### src/rtl/counter_sweep_pkg.sv
`default_nettype none
// ============================================================================
//  Module      : counter_sweep_pkg
//  Description : Shared types and constants for the counter sweep controller.
//  Revision    : 1.0 - initial release
// ============================================================================
package counter_sweep_pkg;

    // Controller states. Width is fixed at 3 bits so the encoding is stable.
    typedef enum logic [2:0] {
        ST_IDLE    = 3'd0,
        ST_LOAD    = 3'd1,
        ST_SETTLE  = 3'd2,
        ST_UP_STEP = 3'd3,
        ST_DN_STEP = 3'd4,
        ST_FIN     = 3'd5
    } sweep_state_t;

    // Direction of the sweep currently in progress.
    typedef enum logic {
        PH_UP = 1'b0,
        PH_DN = 1'b1
    } sweep_phase_t;

    // The Counter's flags lag a pulse by two cycles, so fewer settle cycles
    // would sample stale flags.
    localparam int MIN_SETTLE = 2;

endpackage : counter_sweep_pkg
`default_nettype wire

### src/rtl/counter_sweep_if.sv
`default_nettype none
// ============================================================================
//  Module      : counter_sweep_if
//  Description : System command/status and Counter control/flag signals of
//                the sweep controller, bundled with direction modports.
//  Revision    : 1.0 - initial release
// ============================================================================
interface counter_sweep_if #(
    parameter int WIDTH = 4,
    parameter int NSW_W = 8
);
    // System side
    logic             start;
    logic [WIDTH-1:0] sweep_to;
    logic [NSW_W-1:0] n_sweeps;
    logic             abort;
    logic             busy;
    logic             done;
    logic             error;
    logic [NSW_W-1:0] sweeps_done;

    // Counter side
    logic [WIDTH-1:0] count_to;
    logic             load_en;
    logic             count_inc;
    logic             count_dec;
    logic             flag_count_max;
    logic             flag_count_min;

    // Controller view
    modport master (
        input  start, sweep_to, n_sweeps, abort, flag_count_max, flag_count_min,
        output count_to, load_en, count_inc, count_dec, busy, done, error, sweeps_done
    );

    // Environment view (system plus Counter)
    modport slave (
        output start, sweep_to, n_sweeps, abort, flag_count_max, flag_count_min,
        input  count_to, load_en, count_inc, count_dec, busy, done, error, sweeps_done
    );

endinterface : counter_sweep_if
`default_nettype wire

### src/rtl/counter_settle_timer.sv
`default_nettype none
// ============================================================================
//  Module      : counter_settle_timer
//  Description : Loadable down-counter that stops at zero; zero_o marks the
//                last cycle of a settle window.
//  Revision    : 1.0 - initial release
// ============================================================================
module counter_settle_timer #(
    parameter int TW = 1
) (
    input  wire logic          clk,
    input  wire logic          reset,
    input  wire logic          load_i,
    input  wire logic [TW-1:0] load_val_i,
    output logic               zero_o
);

    logic [TW-1:0] cnt_q;

    // Load has priority; otherwise count down and hold at zero.
    always_ff @(posedge clk) begin
        if (reset) begin
            cnt_q <= '0;
        end else if (load_i) begin
            cnt_q <= load_val_i;
        end else if (cnt_q != '0) begin
            cnt_q <= cnt_q - TW'(1);
        end
    end

    assign zero_o = (cnt_q == '0);

endmodule : counter_settle_timer
`default_nettype wire

### src/rtl/counter_sweep_ctrl.sv
`default_nettype none
// ============================================================================
//  Module      : counter_sweep_ctrl
//  Description : Drives an up/down Counter through n up-then-down sweeps to a
//                loaded target, with abort, progress count and a stuck-flag
//                (step overrun) error.
//  Revision    : 1.0 - initial release
// ============================================================================
module counter_sweep_ctrl
    import counter_sweep_pkg::*;
#(
    parameter int WIDTH      = 4,
    parameter int SETTLE_CYC = 2,
    parameter int NSW_W      = 8
) (
    input  wire logic       clk,
    input  wire logic       reset,
    counter_sweep_if.master bus
);

    // Too short a settle window is raised to the Counter's flag latency.
    localparam int SETTLE_EFF = (SETTLE_CYC < MIN_SETTLE) ? MIN_SETTLE : SETTLE_CYC;
    localparam int TW         = $clog2(SETTLE_EFF);
    localparam logic [TW-1:0]  TMR_LOAD   = TW'(SETTLE_EFF - 1);
    // A phase that needs 2^WIDTH steps without its flag can never finish.
    localparam logic [WIDTH:0] STEP_LIMIT = {1'b1, {WIDTH{1'b0}}};

    sweep_state_t     state_q, state_d;
    sweep_phase_t     phase_q, phase_d;
    logic [WIDTH-1:0] target_q, target_d;
    logic [NSW_W-1:0] nsw_q, nsw_d;
    logic [WIDTH:0]   step_q, step_d;
    logic [NSW_W-1:0] sweeps_q, sweeps_d;
    logic             error_q, error_d;
    logic             load_en_q, inc_q, dec_q, busy_q, done_q;

    logic [NSW_W-1:0] w_sweeps_inc;
    logic [WIDTH:0]   w_dn_step;
    logic             w_tmr_load;
    logic             w_tmr_zero;

    assign w_sweeps_inc = sweeps_q + NSW_W'(1);

    // Re-arm the settle timer on every entry (or re-entry) into SETTLE.
    assign w_tmr_load = (state_d == ST_SETTLE) && ((state_q != ST_SETTLE) || w_tmr_zero);

    counter_settle_timer #(
        .TW (TW)
    ) u_settle_timer (
        .clk        (clk),
        .reset      (reset),
        .load_i     (w_tmr_load),
        .load_val_i (TMR_LOAD),
        .zero_o     (w_tmr_zero)
    );

    // Next-state logic: abort overrides everything, then per-state decisions.
    always_comb begin
        state_d   = state_q;
        phase_d   = phase_q;
        target_d  = target_q;
        nsw_d     = nsw_q;
        step_d    = step_q;
        sweeps_d  = sweeps_q;
        error_d   = error_q;
        w_dn_step = step_q;

        if (bus.abort) begin
            state_d = ST_IDLE;
        end else begin
            unique case (state_q)
                ST_IDLE: begin
                    if (bus.start) begin
                        target_d = bus.sweep_to;
                        nsw_d    = bus.n_sweeps;
                        error_d  = 1'b0;
                        sweeps_d = '0;
                        step_d   = '0;
                        phase_d  = PH_UP;
                        state_d  = (bus.n_sweeps == '0) ? ST_FIN : ST_LOAD;
                    end
                end
                ST_LOAD: begin
                    phase_d = PH_UP;
                    step_d  = '0;
                    state_d = ST_SETTLE;
                end
                ST_UP_STEP, ST_DN_STEP: begin
                    step_d  = step_q + (WIDTH+1)'(1);
                    state_d = ST_SETTLE;
                end
                ST_SETTLE: begin
                    if (w_tmr_zero) begin
                        if ((phase_q == PH_UP) && !bus.flag_count_max) begin
                            if (step_q == STEP_LIMIT) begin
                                error_d = 1'b1;
                                state_d = ST_FIN;
                            end else begin
                                state_d = ST_UP_STEP;
                            end
                        end else begin
                            // Top reached in this same cycle starts a fresh down phase.
                            if (phase_q == PH_UP) begin
                                phase_d   = PH_DN;
                                step_d    = '0;
                                w_dn_step = '0;
                            end
                            if (!bus.flag_count_min) begin
                                if (w_dn_step == STEP_LIMIT) begin
                                    error_d = 1'b1;
                                    state_d = ST_FIN;
                                end else begin
                                    state_d = ST_DN_STEP;
                                end
                            end else begin
                                sweeps_d = w_sweeps_inc;
                                step_d   = '0;
                                if (w_sweeps_inc == nsw_q) begin
                                    state_d = ST_FIN;
                                end else if (bus.flag_count_max) begin
                                    // Target 0: already at the top, so the next
                                    // sweep is immediately a down phase.
                                    phase_d = PH_DN;
                                    state_d = ST_SETTLE;
                                end else begin
                                    phase_d = PH_UP;
                                    state_d = ST_UP_STEP;
                                end
                            end
                        end
                    end
                end
                ST_FIN: begin
                    state_d = ST_IDLE;
                end
                default: begin
                    state_d = ST_IDLE;
                end
            endcase
        end
    end

    // State and datapath registers; outputs are registered from the next state.
    always_ff @(posedge clk) begin
        if (reset) begin
            state_q   <= ST_IDLE;
            phase_q   <= PH_UP;
            target_q  <= '0;
            nsw_q     <= '0;
            step_q    <= '0;
            sweeps_q  <= '0;
            error_q   <= 1'b0;
            load_en_q <= 1'b0;
            inc_q     <= 1'b0;
            dec_q     <= 1'b0;
            busy_q    <= 1'b0;
            done_q    <= 1'b0;
        end else begin
            state_q   <= state_d;
            phase_q   <= phase_d;
            target_q  <= target_d;
            nsw_q     <= nsw_d;
            step_q    <= step_d;
            sweeps_q  <= sweeps_d;
            error_q   <= error_d;
            load_en_q <= (state_d == ST_LOAD);
            inc_q     <= (state_d == ST_UP_STEP);
            dec_q     <= (state_d == ST_DN_STEP);
            busy_q    <= (state_d != ST_IDLE);
            done_q    <= (state_d == ST_FIN);
        end
    end

    assign bus.count_to    = target_q;
    assign bus.load_en     = load_en_q;
    assign bus.count_inc   = inc_q;
    assign bus.count_dec   = dec_q;
    assign bus.busy        = busy_q;
    assign bus.done        = done_q;
    assign bus.error       = error_q;
    assign bus.sweeps_done = sweeps_q;

endmodule : counter_sweep_ctrl
`default_nettype wire

### src/flat_wrapper.sv
// flat-port wrapper written by rule: the top's interface ports become plain ports
module counter_sweep_ctrl_flat import counter_sweep_pkg::*;
#(
    parameter int WIDTH      = 4,
    parameter int SETTLE_CYC = 2,
    parameter int NSW_W      = 8
)
  (clk, reset, bus_start, bus_sweep_to, bus_n_sweeps, bus_abort, bus_flag_count_max, bus_flag_count_min, bus_count_to, bus_load_en, bus_count_inc, bus_count_dec, bus_busy, bus_done, bus_error, bus_sweeps_done);
  counter_sweep_if #(.WIDTH(WIDTH), .NSW_W(NSW_W)) bus_i ();
  input  wire logic clk;
  input  wire logic reset;
  input wire logic [$bits(bus_i.start)-1:0] bus_start;
  input wire logic [$bits(bus_i.sweep_to)-1:0] bus_sweep_to;
  input wire logic [$bits(bus_i.n_sweeps)-1:0] bus_n_sweeps;
  input wire logic [$bits(bus_i.abort)-1:0] bus_abort;
  input wire logic [$bits(bus_i.flag_count_max)-1:0] bus_flag_count_max;
  input wire logic [$bits(bus_i.flag_count_min)-1:0] bus_flag_count_min;
  output wire logic [$bits(bus_i.count_to)-1:0] bus_count_to;
  output wire logic [$bits(bus_i.load_en)-1:0] bus_load_en;
  output wire logic [$bits(bus_i.count_inc)-1:0] bus_count_inc;
  output wire logic [$bits(bus_i.count_dec)-1:0] bus_count_dec;
  output wire logic [$bits(bus_i.busy)-1:0] bus_busy;
  output wire logic [$bits(bus_i.done)-1:0] bus_done;
  output wire logic [$bits(bus_i.error)-1:0] bus_error;
  output wire logic [$bits(bus_i.sweeps_done)-1:0] bus_sweeps_done;
  assign bus_i.start = bus_start;
  assign bus_i.sweep_to = bus_sweep_to;
  assign bus_i.n_sweeps = bus_n_sweeps;
  assign bus_i.abort = bus_abort;
  assign bus_i.flag_count_max = bus_flag_count_max;
  assign bus_i.flag_count_min = bus_flag_count_min;
  assign bus_count_to = bus_i.count_to;
  assign bus_load_en = bus_i.load_en;
  assign bus_count_inc = bus_i.count_inc;
  assign bus_count_dec = bus_i.count_dec;
  assign bus_busy = bus_i.busy;
  assign bus_done = bus_i.done;
  assign bus_error = bus_i.error;
  assign bus_sweeps_done = bus_i.sweeps_done;
  counter_sweep_ctrl #(.WIDTH(WIDTH), .SETTLE_CYC(SETTLE_CYC), .NSW_W(NSW_W)) u_core (.clk(clk), .reset(reset), .bus(bus_i));
endmodule
### config.mk
export PLATFORM = sky130hd
export DESIGN_NAME = counter_sweep_ctrl_flat
export DESIGN_NICKNAME = d
export VERILOG_FILES = /design/src/rtl/counter_sweep_pkg.sv /design/src/rtl/counter_sweep_if.sv /design/src/rtl/counter_settle_timer.sv /design/src/rtl/counter_sweep_ctrl.sv /design/src/flat_wrapper.sv
export SDC_FILE = /design/constraint.sdc
export NUM_CORES = 1
export LEC_CHECK = 0
export CORE_MARGIN = 10
export CORE_UTILIZATION = 35
export CTS_CLUSTER_DIAMETER = 50
export DETAILED_ROUTE_END_ITERATION = 6
export HOLD_SLACK_MARGIN = 0.03
export PLACE_DENSITY_LB_ADDON = 0.3
export SYNTH_ARGS = -nofsm -noshare
export SYNTH_HDL_FRONTEND = slang
export SYNTH_HIERARCHICAL = 1
export SYNTH_SLANG_ARGS = --single-unit
export TNS_END_PERCENT = 20
### constraint.sdc
create_clock -name clk -period 2.14 [get_ports clk]
set_clock_uncertainty 0.05 [all_clocks]
set_input_delay 0.214 -clock clk [delete_from_list [all_inputs] [get_ports clk]]
set_output_delay 0.214 -clock clk [all_outputs]
set_load 0.03 [all_outputs]
==> results of run 1 <==
==> power groups by stage <==
stage	combinational [mW]	sequential, mW	clock (mW)
floorplan	0.0917	0.721	0
global placement	0.205	0.711	0
detailed placement	0.207	0.712	0
CTS	0.214	0.696	0.573
global route	0.233	0.699	0.608
finish	0.215	0.697	0.563
==> registers in the layout, indices dropped and copies added, names as in the netlist, 3 cells and up <==
| signal | cells |
|---|---|
| u_core/nsw_q | 8 |
| u_core/step_q | 5 |
| u_core/bus.sweeps_done | 8 |
| u_core/state_q | 3 |
| u_core/bus.count_to | 4 |
==> cells in the mapped netlist, types with 3 or more instances <==
cell | number | area share (%)
o31ai_1 | 3 | 1.2
xor2_1 | 3 | 1.4
nor2_1 | 21 | 4.1
buf_2 | 3 | 0.78
nor4_1 | 4 | 1.3
a21oi_1 | 30 | 7.8
dfxtp_1 | 36 | 37
xnor2_1 | 5 | 2.3
nand2b_1 | 6 | 1.9
inv_1 | 5 | 0.97
nand2_1 | 38 | 7.4
or2_2 | 4 | 1.3
clkbuf_1 | 9 | 1.8
nor3_1 | 6 | 1.6
ha_1 | 3 | 1.9
a31oi_1 | 3 | 0.97
and3_1 | 3 | 0.97
nand3_1 | 8 | 2.1
or3_1 | 4 | 1.3
o21ai_0 | 18 | 4.7
==> layout by cell type (no fill, tap or decap), types with 2 or more instances in the layout <==
master,Yosys,final
a21o_1,2,2
a21oi_1,30,29
a311oi_1,2,2
a31oi_2,0,2
a41oi_1,2,2
and2_1,2,2
and3_1,3,2
buf_4,0,38
clkbuf_8,0,5
clkdlybuf4s50_1,0,35
dfxtp_1,36,29
dfxtp_2,0,5
dfxtp_4,0,2
ha_1,3,2
inv_1,5,5
nand2_1,38,38
nand2b_1,6,6
nand3_1,8,7
nand3b_1,2,2
nand4_1,2,2
nor2_1,21,19
nor2_2,0,2
nor3_1,6,6
nor3b_2,2,2
nor4_1,4,4
o21a_1,2,2
o21ai_0,18,16
o21ai_1,0,2
o31ai_2,0,2
or2_2,4,4
or3_1,4,4
xnor2_1,5,5
xor2_1,3,2
==> tightest hold or removal path: cells and delay by family (launching register included) <==
kind	cells	cell delay (ns)
AOI/OAI and AO/OA	1	0.05
DFF	1	0.31
and+or+nand+nor	1	0.05
==> repair_timing <==
action                     4_1_cts  5_1_grt
gates resized for setup          9        7
pin swaps                        3        1
setup endpoints to repair        8        8
==> cells by family (layout without fill, tap and decap cells) <==
kind of cell	Yosys count	count (layout)
buffers and inverters	17	86
AOI/OAI and AO/OA	70	70
and+or+nand+nor	113	113
xor gates and xnor gates	8	8
adders and majority gates	3	3
DFF	36	36
other	1	1
muxes	1	1
==> layout make-up <==
| type | count | area (um2) | area share, % |
|---|---|---|---|
| multi-input cells | 196 | 1221 | 43.55 |
| flip-flops and latches | 36 | 734.5 | 26.19 |
| repair buffers | 73 | 635.6 | 22.67 |
| clock buffers | 6 | 93.84 | 3.347 |
| well taps | 70 | 87.58 | 3.124 |
| inverters | 5 | 18.77 | 0.6693 |
| clock inverters | 2 | 12.51 | 0.4462 |
==> stage by stage <==
stage | std cells | power (mW) | worst slack (ns) | setup TNS, ns
after global placement | 380 | 0.9166 | -0.08933 | -0.1515
final | 388 | 1.475 | -0.09663 | -0.1397
after detailed placement | 380 | 0.9184 | -0.1086 | -0.2237
after floorplan | 249 | 0.8130 | 0.005531 | 0
after CTS | 388 | 1.483 | -0.1023 | -0.1424
after global routing | 388 | 1.541 | -0.2151 | -0.7101
==> worst paths after layout <==
kind / cells past startpoint / to / slack, ns
setup / recovery: 10 / u_core/u_settle_timer/cnt_q / -0.1
hold / removal: 2 / u_core/bus.count_to[3] / 0.41
setup reg to reg: 10 / u_core/u_settle_timer/cnt_q / -0.1
hold reg to reg: 2 / u_core/bus.count_to[3] / 0.41
==> routing by layer <==
layer  wire, um  up-vias  global-route usage, %
met5          0        -                      0
met4        110        0                  5.443
met3        393       10                  4.556
met2       2483       47                  19.62
met1       2661      921                  15.58
li1           -     1025                      -
==> metrics.csv, run 1 <==
metric,value,unit
yosys.area_share.simple,30.48,%
hold_violations,0,
hold_buffers,0,
area_growth,45.33,%
grt_usage,12.75,%
p_seq_share,47.2,%
synthArstFlopShare,0,%
die-area,8882,um2
dpl_cell_area,2630,um2
wl,5.647,mm
fin_util,53.54,%
grt_pass1_vias,1921,
slew_viol_final,0,
hold_path.class,register to register,
synth_cell_types,47,
layout-drive-gt1-share,23.90,%
die_h,94.25,um
start_kind,register,
max_stage_delay,0.37,ns
syn_area,1929,um2
cpMaxStageDelayCell,dfxtp_4,
vdd_drop_max,373.1,uV
period_share,104.5,%
overflow,0,
clkPwrFrac,38.2,%
synth_top_family_by_area,simple AND/OR/NAND/NOR gates,
die_w,94.25,um
hp-start,u_core/bus.count_to[3],
setup_viol,3,
clock_latency,0.29,ns
ant_nets,0,
wire_per_inst,14.55,um
rr_startpoint,u_core/bus.sweeps_done[1],
portBuffers,35,
ys.flop_type,dfxtp_1,
powerDensity,525.9,nW/um2
ys_seq_elements,36,
fin_area,2804,um2
min_period,2.237,ns
syn_avg_cell_area,7.748,um2
internal_power,1.086,mW
clockBufferDepth,2,
crit_required,2.33,ns
path_clk_slew,0.08,ns
leakage,1.035,nW
start_util,36.84,%
ios,36,
rsz0062_at_grt,yes,
post_cts_buffers,0,
ys_seq_area_share,37.35,%
final_nets,338,
cp_cell_sequence,"ha_4, and2_1, a211o_1, a31oi_2, nor4b_2, buf_4, nor3b_4, o41ai_4, nor4_1, and3b_1",
first_pass_iters,4,
critPathCaptureType,register,
crit_type,register to register,
fin_ws,-0.09663,ns
grt_pass1_wl,9.156,mm
drt_iter0_drc,90,
crit_fanout,4,
cts-buffers-inserted,5,
antennaDiodeCount,0,
h-tree-depth,2,
cts_tree,built,
netlist_instances,249,
cp_top_family,simple AND/OR/NAND/NOR gates,
synth_xor_area_share,3.632,%
yosys_warnings,6,
synth_compound_area_share,22.37,%
combPwrFrac,14.6,%
cts_root_buf,clkbuf_8,
vias,2003,
hpwl,4.170,mm
arrival,2.42,ns
violations,setup timing,
drc_errors,0,
synth_edf_count,0,
timing.hold.ws,0.4051,ns
maxCapViolations,0,
grt_max_degree,20,
n_fill_cell,501,
fmax,0.4471,GHz
cp_num_buf_inv,1,
synthMuxAreaShare,0.5188,%
coreArea,5238,um2
clock_sinks,36,
p_sw,0.3888,mW
viasPerCell,5.162,
place_congestion,0.9172,
antenna_found_initial,0,
switching_share,26.36,%
syn_nets,270,
num_rows,26,
setup.worst_path.start,u_core/bus.sweeps_done[1],
status,finished with violations,
synth_fa_ha_area_share,1.946,%
Note: power is estimated with default switching activity, not from simulation.
==> inputs of run 2 (changes only) <==
--- a/config.mk
+++ b/config.mk
@@ -11,6 +11,7 @@
 export DETAILED_ROUTE_END_ITERATION = 6
 export HOLD_SLACK_MARGIN = 0.03
 export PLACE_DENSITY_LB_ADDON = 0.3
+export SKIP_LAST_GASP = 1
 export SYNTH_ARGS = -nofsm -noshare
 export SYNTH_HDL_FRONTEND = slang
 export SYNTH_HIERARCHICAL = 1
==> metrics.csv, run 2 (synthesized netlist as in run 1, its figures left out) <==
metric,value,unit,change
status,finished with violations,,unchanged
cts_tree,built,,unchanged
fmax,0.4376,GHz,was 0.4471 GHz
cts-buffers-inserted,5,,unchanged
crit_fanout,4,,unchanged
violations,setup timing,,unchanged
hold_violations,0,,unchanged
drc_errors,0,,unchanged
antennaDiodeCount,0,,unchanged
first_pass_iters,4,,unchanged
cpMaxStageDelayCell,dfxtp_4,,unchanged
h-tree-depth,2,,unchanged
arrival,2.43,ns,was 2.42 ns
dpl_cell_area,2630,um2,unchanged
cp_top_family,simple AND/OR/NAND/NOR gates,,unchanged
viasPerCell,5.137,,was 5.162
final_nets,338,,unchanged
drt_iter0_drc,121,,was 90
clock_latency,0.30,ns,was 0.29 ns
powerDensity,533.7,nW/um2,was 525.9 nW/um2
grt_pass1_vias,1913,,was 1921
place_congestion,0.9172,,unchanged
die_h,94.25,um,unchanged
internal_power,1.085,mW,was 1.086 mW
antenna_found_initial,0,,unchanged
clkPwrFrac,38.3,%,was 38.2%
hpwl,4.170,mm,unchanged
setup.worst_path.start,u_core/bus.sweeps_done[1],,unchanged
layout-drive-gt1-share,20.75,%,was 23.90%
switching_share,26.33,%,was 26.36%
cts_root_buf,clkbuf_8,,unchanged
clockBufferDepth,2,,unchanged
die_w,94.25,um,unchanged
num_rows,26,,unchanged
start_kind,register,,unchanged
ant_nets,0,,unchanged
max_stage_delay,0.37,ns,about the same
wl,5.625,mm,was 5.647 mm
overflow,0,,unchanged
finalNonFillerCells,388,,unchanged
slew_viol_final,0,,unchanged
power,1.472,mW,was 1.475 mW
cp_cell_sequence,"ha_4, and3_1, a31oi_1, o2111ai_1, nor4b_2, buf_4, nor3b_4, o41ai_4, nor4_1, and3b_1",,"was ha_4, and2_1, a211o_1, a31oi_2, nor4b_2, buf_4, nor3b_4, o41ai_4, nor4_1, and3b_1"
grt_pass1_wl,9.052,mm,was 9.156 mm
min_period,2.285,ns,was 2.237 ns
hold_path.class,register to register,,unchanged
rr_startpoint,u_core/bus.sweeps_done[1],,unchanged
place_inst,380,,unchanged
critPathCaptureType,register,,unchanged
vdd_drop_max,351.0,uV,was 373.1 uV
fin_area,2759,um2,was 2804 um2
hp-start,u_core/bus.count_to[3],,unchanged
rsz0062_at_grt,yes,,unchanged
ios,36,,unchanged
coreArea,5238,um2,unchanged
rr_worst_depth,10,,unchanged
area_growth,43.00,%,was 45.33%
fin_util,52.68,%,was 53.54%
leakage,1.030,nW,was 1.035 nW
path_clk_slew,0.08,ns,about the same
crit_required,2.28,ns,was 2.33 ns
final_cell_mix,"buf_4 (38), nand2_1 (38), clkdlybuf4s50_1 (35), a21oi_1 (30), dfxtp_1 (29)",,"was buf_4 (38), nand2_1 (38), clkdlybuf4s50_1 (35), a21oi_1 (29), dfxtp_1 (29)"
crit_type,register to register,,unchanged
grt_max_degree,20,,unchanged
combPwrFrac,14.4,%,was 14.6%
timing.setup.tns,-0.3570,ns,was -0.1397 ns
wire_per_inst,14.50,um,was 14.55 um
setup_viol,4,,was 3
hold_depth,2,,unchanged
grt_usage,12.61,%,was 12.75%
vias,1993,,was 2003
die-area,8882,um2,unchanged
period_share,106.8,%,was 104.5%
portBuffers,35,,unchanged
fin_ws,-0.1451,ns,was -0.09663 ns
cp_num_buf_inv,1,,unchanged
maxCapViolations,0,,unchanged
crit_cells,10,,unchanged
start_util,36.84,%,unchanged
post_cts_buffers,0,,unchanged
p_seq_share,47.3,%,was 47.2%
clock_sinks,36,,unchanged
p_sw,0.3877,mW,was 0.3888 mW
[run 2: routing by layer]
metal | global-route usage [%] | up-vias | wire, um
met2 | 19.34 | 50 | 2483
met4 | 5.443 | 0 | 124
li1 | - | 1024 | -
met3 | 4.556 | 13 | 405
met1 | 15.39 | 906 | 2611
met5 | 0 | - | 0
[run 2: power by group through the flow]
stage                     clock [mW]  sequential (mW)  combinational [mW]
final                          0.564            0.696               0.212
after global routing           0.608            0.699               0.231
after CTS                      0.573            0.696               0.211
after detailed placement           0            0.712               0.207
after global placement             0            0.711               0.205
after floorplan                    0            0.721              0.0917
[run 2: what timing repair did]
item,4_1_cts,5_1_grt
gates resized for setup,3,2
pin swaps,1,1
setup endpoints to repair,8,8
hold buffers,0,0
[run 2: path summary, 6_finish.rpt]
path,to,slack [ns]
worst min register to register,u_core/bus.count_to[3],0.41
worst min-delay path,u_core/bus.count_to[3],0.41
worst max register to register,u_core/u_settle_timer/cnt_q,-0.15
worst max-delay path,u_core/u_settle_timer/cnt_q,-0.15
[run 2: final cells by class]
| cell class | count | area, um2 |
|---|---|---|
| Multi-Input combinational cell | 196 | 1176 |
| Fill cell | 507 | 2479 |
| Timing Repair Buffer | 73 | 635.6 |
| Tap cell | 70 | 87.58 |
| Clock buffer | 6 | 93.84 |
| Inverter | 5 | 18.77 |
| Clock inverter | 2 | 12.51 |
| Sequential cell | 36 | 734.5 |
[run 2: worst min-delay path, cell delays in order (launching register included)]
cell and delay (ns):
dfxtp_1 0.31, nand2_1 0.05, a21oi_1 0.05
[run 2: per-stage QoR]
step / worst slack (ns) / hold slack [ns]
6_report: -0.1451 / 0.4051
5_1_grt: -0.2276 / 0.4294
4_1_cts: -0.1346 / 0.4016
3_5_place_dp: -0.1086 / 0.3998
3_3_place_gp: -0.08933 / 0.3918
2_1_floorplan: 0.005531 / 0.3000
